==> src/rtl/fetch_pkg.sv <==
// Shared definitions for the fetch sequencer and its neighbours (PC, decode).
package fetch_pkg;

  localparam int          FETCH_DW_DEF     = 16;
  localparam logic [15:0] HALT_OPCODE_DEF  = 16'hFFFF;

  // Opcode nibble that routes an instruction to the PC block, plus jump sub-ops.
  localparam logic [3:0]  PC_OP            = 4'b0111;
  localparam logic [3:0]  JMP_ALWAYS       = 4'h0;
  localparam logic [3:0]  JMP_ZERO         = 4'h1;
  localparam logic [3:0]  JMP_NZERO        = 4'h2;
  localparam logic [3:0]  JMP_CARRY        = 4'h3;

  typedef enum logic [2:0] {
    S_IDLE      = 3'd0,
    S_OP_REQ    = 3'd1,
    S_OP_WAIT   = 3'd2,
    S_ARG_REQ   = 3'd3,
    S_ARG_WAIT  = 3'd4,
    S_EXEC      = 3'd5,
    S_WAIT_DONE = 3'd6,
    S_HALT      = 3'd7
  } fetch_state_e;

  function automatic logic is_wait(fetch_state_e s);
    return (s == S_OP_WAIT) || (s == S_ARG_WAIT);
  endfunction

endpackage

==> src/rtl/fetch_mem_port.sv <==
// Instruction-memory read port: holds req/addr until ack and captures the
// returned word. One instance serves both opcode and operand fetches.
module fetch_mem_port #(
  parameter int DATA_WIDTH = 16
) (
  input  logic                  clk,
  input  logic                  reset,
  input  logic                  start,
  input  logic [DATA_WIDTH-1:0] addr_in,
  input  logic                  mem_ack,
  input  logic [DATA_WIDTH-1:0] mem_rdata,
  output logic                  mem_req,
  output logic [DATA_WIDTH-1:0] mem_addr,
  output logic                  ack_hit,
  output logic [DATA_WIDTH-1:0] word
);

  // An ack only counts against an outstanding request.
  assign ack_hit = mem_req & mem_ack;

  // Request hold and ack capture; reset drops any outstanding request.
  always_ff @(posedge clk) begin
    if (!reset) begin
      mem_req  <= 1'b0;
      mem_addr <= '0;
      word     <= '0;
    end else begin
      if (start) begin
        mem_req  <= 1'b1;
        mem_addr <= addr_in;
      end else if (ack_hit) begin
        mem_req  <= 1'b0;
      end
      if (ack_hit) word <= mem_rdata;
    end
  end

endmodule

==> src/rtl/fetch_sequencer.sv <==
// Fetch/execute controller: fetches opcode at PC and operand at PC+1, hands
// the pair to the datapath with exec_start, waits for exec_done, repeats.
// Optional feature macro: FETCH_SINGLE_STEP_EN (adds step_req gating).
module fetch_sequencer import fetch_pkg::*; #(
  parameter int                    DATA_WIDTH  = FETCH_DW_DEF,
  parameter logic [DATA_WIDTH-1:0] HALT_OPCODE = DATA_WIDTH'(HALT_OPCODE_DEF)
) (
  input  logic                  clk,
  input  logic                  reset,
  input  logic [DATA_WIDTH-1:0] pc_value,
  output logic                  pc_read_enable,
  output logic                  pc_advance,
  output logic                  mem_req,
  output logic [DATA_WIDTH-1:0] mem_addr,
  input  logic                  mem_ack,
  input  logic [DATA_WIDTH-1:0] mem_rdata,
  output logic [DATA_WIDTH-1:0] opcode,
  output logic [DATA_WIDTH-1:0] operand,
  output logic                  exec_start,
  input  logic                  exec_done,
`ifdef FETCH_SINGLE_STEP_EN
  input  logic                  step_req,
`endif
  output logic                  halted
);

  fetch_state_e          state_q, state_d;
  logic                  ack_hit;
  logic                  go_next;
  logic [DATA_WIDTH-1:0] word;

  fetch_mem_port #(.DATA_WIDTH(DATA_WIDTH)) u_port (
    .clk       (clk),
    .reset     (reset),
    .start     (pc_read_enable),
    .addr_in   (pc_value),
    .mem_ack   (mem_ack),
    .mem_rdata (mem_rdata),
    .mem_req   (mem_req),
    .mem_addr  (mem_addr),
    .ack_hit   (ack_hit),
    .word      (word)
  );

`ifdef FETCH_SINGLE_STEP_EN
  logic step_seen_q, done_seen_q;
  logic in_exec;

  assign in_exec = (state_q == S_EXEC) || (state_q == S_WAIT_DONE);
  assign go_next = (exec_done | done_seen_q) & (step_req | step_seen_q);

  // Remember done/step events from exec_start onward; drop them at OP_REQ.
  always_ff @(posedge clk) begin
    if (!reset) begin
      step_seen_q <= 1'b0;
      done_seen_q <= 1'b0;
    end else if (state_q == S_OP_REQ) begin
      step_seen_q <= 1'b0;
      done_seen_q <= 1'b0;
    end else if (in_exec) begin
      if (step_req)  step_seen_q <= 1'b1;
      if (exec_done) done_seen_q <= 1'b1;
    end
  end
`else
  assign go_next = exec_done;
`endif

  // State register.
  always_ff @(posedge clk) begin
    if (!reset) state_q <= S_IDLE;
    else        state_q <= state_d;
  end

  // Next-state logic; exec_done coincident with exec_start is honoured in EXEC.
  always_comb begin
    state_d = state_q;
    case (state_q)
      S_IDLE:      state_d = S_OP_REQ;
      S_OP_REQ:    state_d = S_OP_WAIT;
      S_OP_WAIT:   if (ack_hit) state_d = (mem_rdata == HALT_OPCODE) ? S_HALT : S_ARG_REQ;
      S_ARG_REQ:   state_d = S_ARG_WAIT;
      S_ARG_WAIT:  if (ack_hit) state_d = S_EXEC;
      S_EXEC:      state_d = go_next ? S_OP_REQ : S_WAIT_DONE;
      S_WAIT_DONE: if (go_next) state_d = S_OP_REQ;
      S_HALT:      state_d = S_HALT;
      default:     state_d = S_IDLE;
    endcase
  end

  // Moore outputs plus the ack-qualified PC advance strobe.
  always_comb begin
    pc_read_enable = (state_q == S_OP_REQ) || (state_q == S_ARG_REQ);
    pc_advance     = is_wait(state_q) & ack_hit;
    exec_start     = (state_q == S_EXEC);
    halted         = (state_q == S_HALT);
  end

  // The port's capture register holds the opcode until ARG_REQ, then the operand;
  // park the opcode here before the operand fetch overwrites it.
  always_ff @(posedge clk) begin
    if (!reset)                    opcode <= '0;
    else if (state_q == S_ARG_REQ) opcode <= word;
  end

  assign operand = word;

endmodule

==> config.mk <==
export PLATFORM = sky130hd
export DESIGN_NAME = fetch_sequencer
export DESIGN_NICKNAME = d
export VERILOG_FILES = /design/src/rtl/fetch_pkg.sv /design/src/rtl/fetch_mem_port.sv /design/src/rtl/fetch_sequencer.sv
export SDC_FILE = /design/constraint.sdc
export NUM_CORES = 1
export LEC_CHECK = 0
export CAP_MARGIN = 20
export CORE_MARGIN = 3
export CORE_UTILIZATION = 42
export CTS_CLUSTER_DIAMETER = 50
export DETAILED_ROUTE_END_ITERATION = 7
export HOLD_SLACK_MARGIN = 0.02
export PLACE_DENSITY = 0.9
export SKIP_LAST_GASP = 1
export SLEW_MARGIN = 20
export SYNTH_ARGS = -nofsm -noshare
export SYNTH_HDL_FRONTEND = slang
export SYNTH_SLANG_ARGS = --single-unit
==> constraint.sdc <==
create_clock -name clk -period 1.33 [get_ports clk]
set_clock_uncertainty 0.1 [all_clocks]
set_input_delay 0.266 -clock clk [delete_from_list [all_inputs] [get_ports clk]]
set_output_delay 0.266 -clock clk [all_outputs]
set_load 0.005 [all_outputs]
==> run summary <==
The flow ran to the end, but the final reports show violations. The final reports fail on setup timing. The share of post-route cells with drive strength above 1 is 32.0%. The clock net sink count came out at 52. The global router's overall resource usage came out at 21.0%. The placed wire-length estimate after detailed placement came out at 4030 um. The starting utilization of the core area came out at a little under half. For this run, the detailed router's first-pass iteration total came to 4. The vias after detailed routing is 2160. Setup slack on the critical path of the routed design comes to -92.5 ps. Summing all placed instances gives a cell area of between 3000 and 4000 um^2. Setup repair after global routing could not meet its margin everywhere. The count of inserted antenna diode cells is 0. Setup violations remaining at the end of the flow were counted as 13. The overall die area came out at slightly below 6000 um^2. Across the VDD grid, the largest voltage drop is 1.06 mV. The floorplan core area is between 4000 and 5000 um^2.

Synthesis produced a netlist with a net count of about 280. The number of different library cells used by synthesis comes to 27. The global route total overflow is 0. The count of final hold-check violations is 0. The transition at the pin with the smallest max-transition slack is between 200 and 300 ps. The total CTS buffers came out at 5. The worst hold path belongs to the class flip-flop to flip-flop. The largest single stage delay on the critical path is roughly 370 ps. The maximum net fanout on the critical path is 3. The share of the cycle needed by the critical path after routing is 107%. The maximum clock rate is 0.703 GHz. The headroom to the max-slew limit came out at between 80% and 90%. The total of buffers placed on input and output ports is 88.

The share of the core filled with cells in the final layout is about four fifths. The routed wire length is 6440 um. The arrival time at the worst endpoint came out at 1060 ps. The gate count after technology mapping is approximately 250. The depth of the CTS H-tree came out at 2. For this design, the slowest cell found on the critical path is sky130_fd_sc_hd__dfxtp_2. The net count of the finished layout came out at 398. The max-capacitance violation count is 0.

The post-synthesis cell type with the largest combined area is sky130_fd_sc_hd__dfxtp_1. The portion of synthesized cell area occupied by the leading cell type came out at between 50 and 60%. STA classifies the critical path startpoint as a flip-flop. The post-synthesis to final-layout area growth is 76.1%. The clock-pin transition on the worst setup and hold timing paths is approximately 90 ps.

The average size of a mapped cell is 8.37 um^2. By area the synthesized netlist is led by sky130_fd_sc_hd__dfxtp_1 51%, sky130_fd_sc_hd__nand2_1 18%, sky130_fd_sc_hd__a21boi_0 17%. The overall power came out at 4.01 mW.

Entering global routing, the biggest net connects 19 pins. The area of the mapped netlist is 2060 um^2. The horizontal die dimension came out at ~76 um.

Traced cell by cell, the critical path runs through inv_2, buf_6, nor2_4, buf_6. The clock latency at the later pin of the worst-skew pair came out at 310 ps. By instance count, the cell type seen most on the critical path is sky130_fd_sc_hd__buf_6.

The final routed wire length divided by cell count is 15.1 um. The DRC violations left is 0. The data required time at the worst endpoint is 960 ps. The residual antenna-violating net count after detailed routing came out at 0. In this run the deepest clock path goes through 2 buffers. The total of flip-flops plus latches after synthesis came out at 52. The worst setup path is captured at an output port. The time the worst path needs with I/O delays and setup came out at 1420 ps. The critical path is of the flip-flop to output port type. TritonCTS built the clock tree.

The number of warnings reported in the yosys synthesis log is 0. The tree is rooted in a sky130_fd_sc_hd__clkbuf_8. The worst hold slack is around 350 ps. The initialized floorplan defines 24 standard-cell rows. The final count of pins violating max slew is 0. The number of global-route vias before repair came out at about 2100. The last weighted congestion value of the routability-driven placer is 0.845.

The static power due to leakage came out at 1.71 nW. The post-detailed-route via-to-cell ratio is 5.05. The portion of the post-synthesis area used by sequential elements is 50.5%. The first global-routing pass estimated 9900 um of wire. The number of ports placed on the die boundary is just under 90.

The finished cells cover about 3600 um^2. The power per cell area is 1110 nW/um^2. The initial antenna violation count is 0. The vertical die dimension came out at roughly 76 um.

The number of design-rule violations left by the first detailed-router iteration came out at 100.
cell type report:
cell class | instances | area [um^2]
Inverter | 3 | 11.3
Clock inverter | 3 | 90.1
Multi-Input combinational cell | 176 | 1110
Timing Repair Buffer | 124 | 1180
Fill cell | 303 | 908
Tap cell | 65 | 81.3
Clock buffer | 5 | 68.8
Sequential cell | 52 | 1090
through the flow:
stage,instances,TNS [ps],setup WS (ps)
after floorplan,246,0,13.2
after global placement,405,-8220,-562
after detailed placement,405,-10940,-607
after CTS,428,-545,-108
after global routing,428,-1460,-164
final,428,-445,-92.5
Yosys cell counts:
library cell               instances
sky130_fd_sc_hd__nor2_1            3
sky130_fd_sc_hd__and4_1            1
sky130_fd_sc_hd__nand3_2           1
sky130_fd_sc_hd__buf_2             3
sky130_fd_sc_hd__clkbuf_1          6
sky130_fd_sc_hd__clkbuf_2          1
sky130_fd_sc_hd__and2_1            1
sky130_fd_sc_hd__a21oi_1           2
sky130_fd_sc_hd__a31oi_1           5
sky130_fd_sc_hd__a21boi_1          3
sky130_fd_sc_hd__inv_2             2
sky130_fd_sc_hd__o21ai_0           2
sky130_fd_sc_hd__nor2_4            1
sky130_fd_sc_hd__nor3_1            2
sky130_fd_sc_hd__xnor2_1           1
sky130_fd_sc_hd__nand4_1           3
sky130_fd_sc_hd__nand2b_1          2
sky130_fd_sc_hd__dfxtp_1          52
sky130_fd_sc_hd__a21boi_0         46
sky130_fd_sc_hd__buf_4             5
sky130_fd_sc_hd__nand2_2           1
sky130_fd_sc_hd__nand4b_1          1
sky130_fd_sc_hd__nand2_1          98
sky130_fd_sc_hd__nand2_4           1
sky130_fd_sc_hd__o221ai_1          1
sky130_fd_sc_hd__inv_1             1
sky130_fd_sc_hd__o211ai_1          1
critical path, delay by kind of cell (launching register included):
family | cells | cell delay (ps)
flip-flops | 1 | 370
buffers and inverters | 3 | 280
AND/OR/NAND/NOR | 1 | 110
power breakdown:
group | leakage [nW] | switching, mW | internal (mW) | total, mW
registers | 0.438 | 0.0765 | 1.66 | 1.74
logic | 1.19 | 0.378 | 0.444 | 0.822
clock network | 0.0784 | 0.513 | 0.940 | 1.45
total | 1.71 | 0.968 | 3.04 | 4.01
cells in the final DEF, fill, tap and decap left out, types with 2 or more instances in the layout:
master                             n
sky130_fd_sc_hd__dlygate4sd2_1    49
sky130_fd_sc_hd__nand4_1           3
sky130_fd_sc_hd__bufinv_16         3
sky130_fd_sc_hd__a31oi_1           5
sky130_fd_sc_hd__dfxtp_4           2
sky130_fd_sc_hd__nor2_4            3
sky130_fd_sc_hd__buf_4            24
sky130_fd_sc_hd__a21boi_1          8
sky130_fd_sc_hd__nor3_2            2
sky130_fd_sc_hd__nand2_1          85
sky130_fd_sc_hd__a21boi_2         10
sky130_fd_sc_hd__buf_12            3
sky130_fd_sc_hd__clkdlybuf4s50_1  34
sky130_fd_sc_hd__nand2_4          14
sky130_fd_sc_hd__dfxtp_1          20
sky130_fd_sc_hd__buf_6             8
sky130_fd_sc_hd__buf_2             3
sky130_fd_sc_hd__dfxtp_2          30
sky130_fd_sc_hd__o21ai_0           2
sky130_fd_sc_hd__clkbuf_8          5
sky130_fd_sc_hd__inv_2             2
sky130_fd_sc_hd__a21boi_0         31
state kept, by name (all words and copies together), names as in the netlist:
register / cells
u_port.mem_req: 1
opcode: 16
u_port.word: 16
u_port.mem_addr: 16
state_q: 3
path summary, 6_finish.rpt:
check / start / endpoint / slack, ps / cells past startpoint
hold / removal: opcode[15] / opcode[15] / 350 / 2
hold reg to reg: opcode[15] / opcode[15] / 350 / 2
setup / recovery: state_q[2] / halted / -90 / 4
setup reg to reg: state_q[1] / opcode[7] / -30 / 7
cells by family (layout without fill, tap and decap cells):
kind of cell,after synthesis,count (layout),share of synthesized area [%]
AO/OA/AOI/OAI,60,60,21.1
AND/OR/NAND/NOR,115,115,23.5
buffers and inverters,18,135,4.43
flip-flops,52,52,50.5
XOR/XNOR,1,1,0.425
per-layer routing:
layer	track usage, %	routed length, um	vias up
met5	0	0	-
met4	7.25	102	0
met3	6.97	457	9
met2	37.8	3340	82
met1	23.0	2550	1023
li1	-	-	1046
timing repair:
item,4_1_cts,5_1_grt
setup buffers,14,0
cloned,2,0
hold buffers,0,0
hold endpoints to repair,0,0
resized for setup,124,52
endpoints found under the setup margin,71,26
pin swaps,9,28
Power figures use the tool's default switching activity.
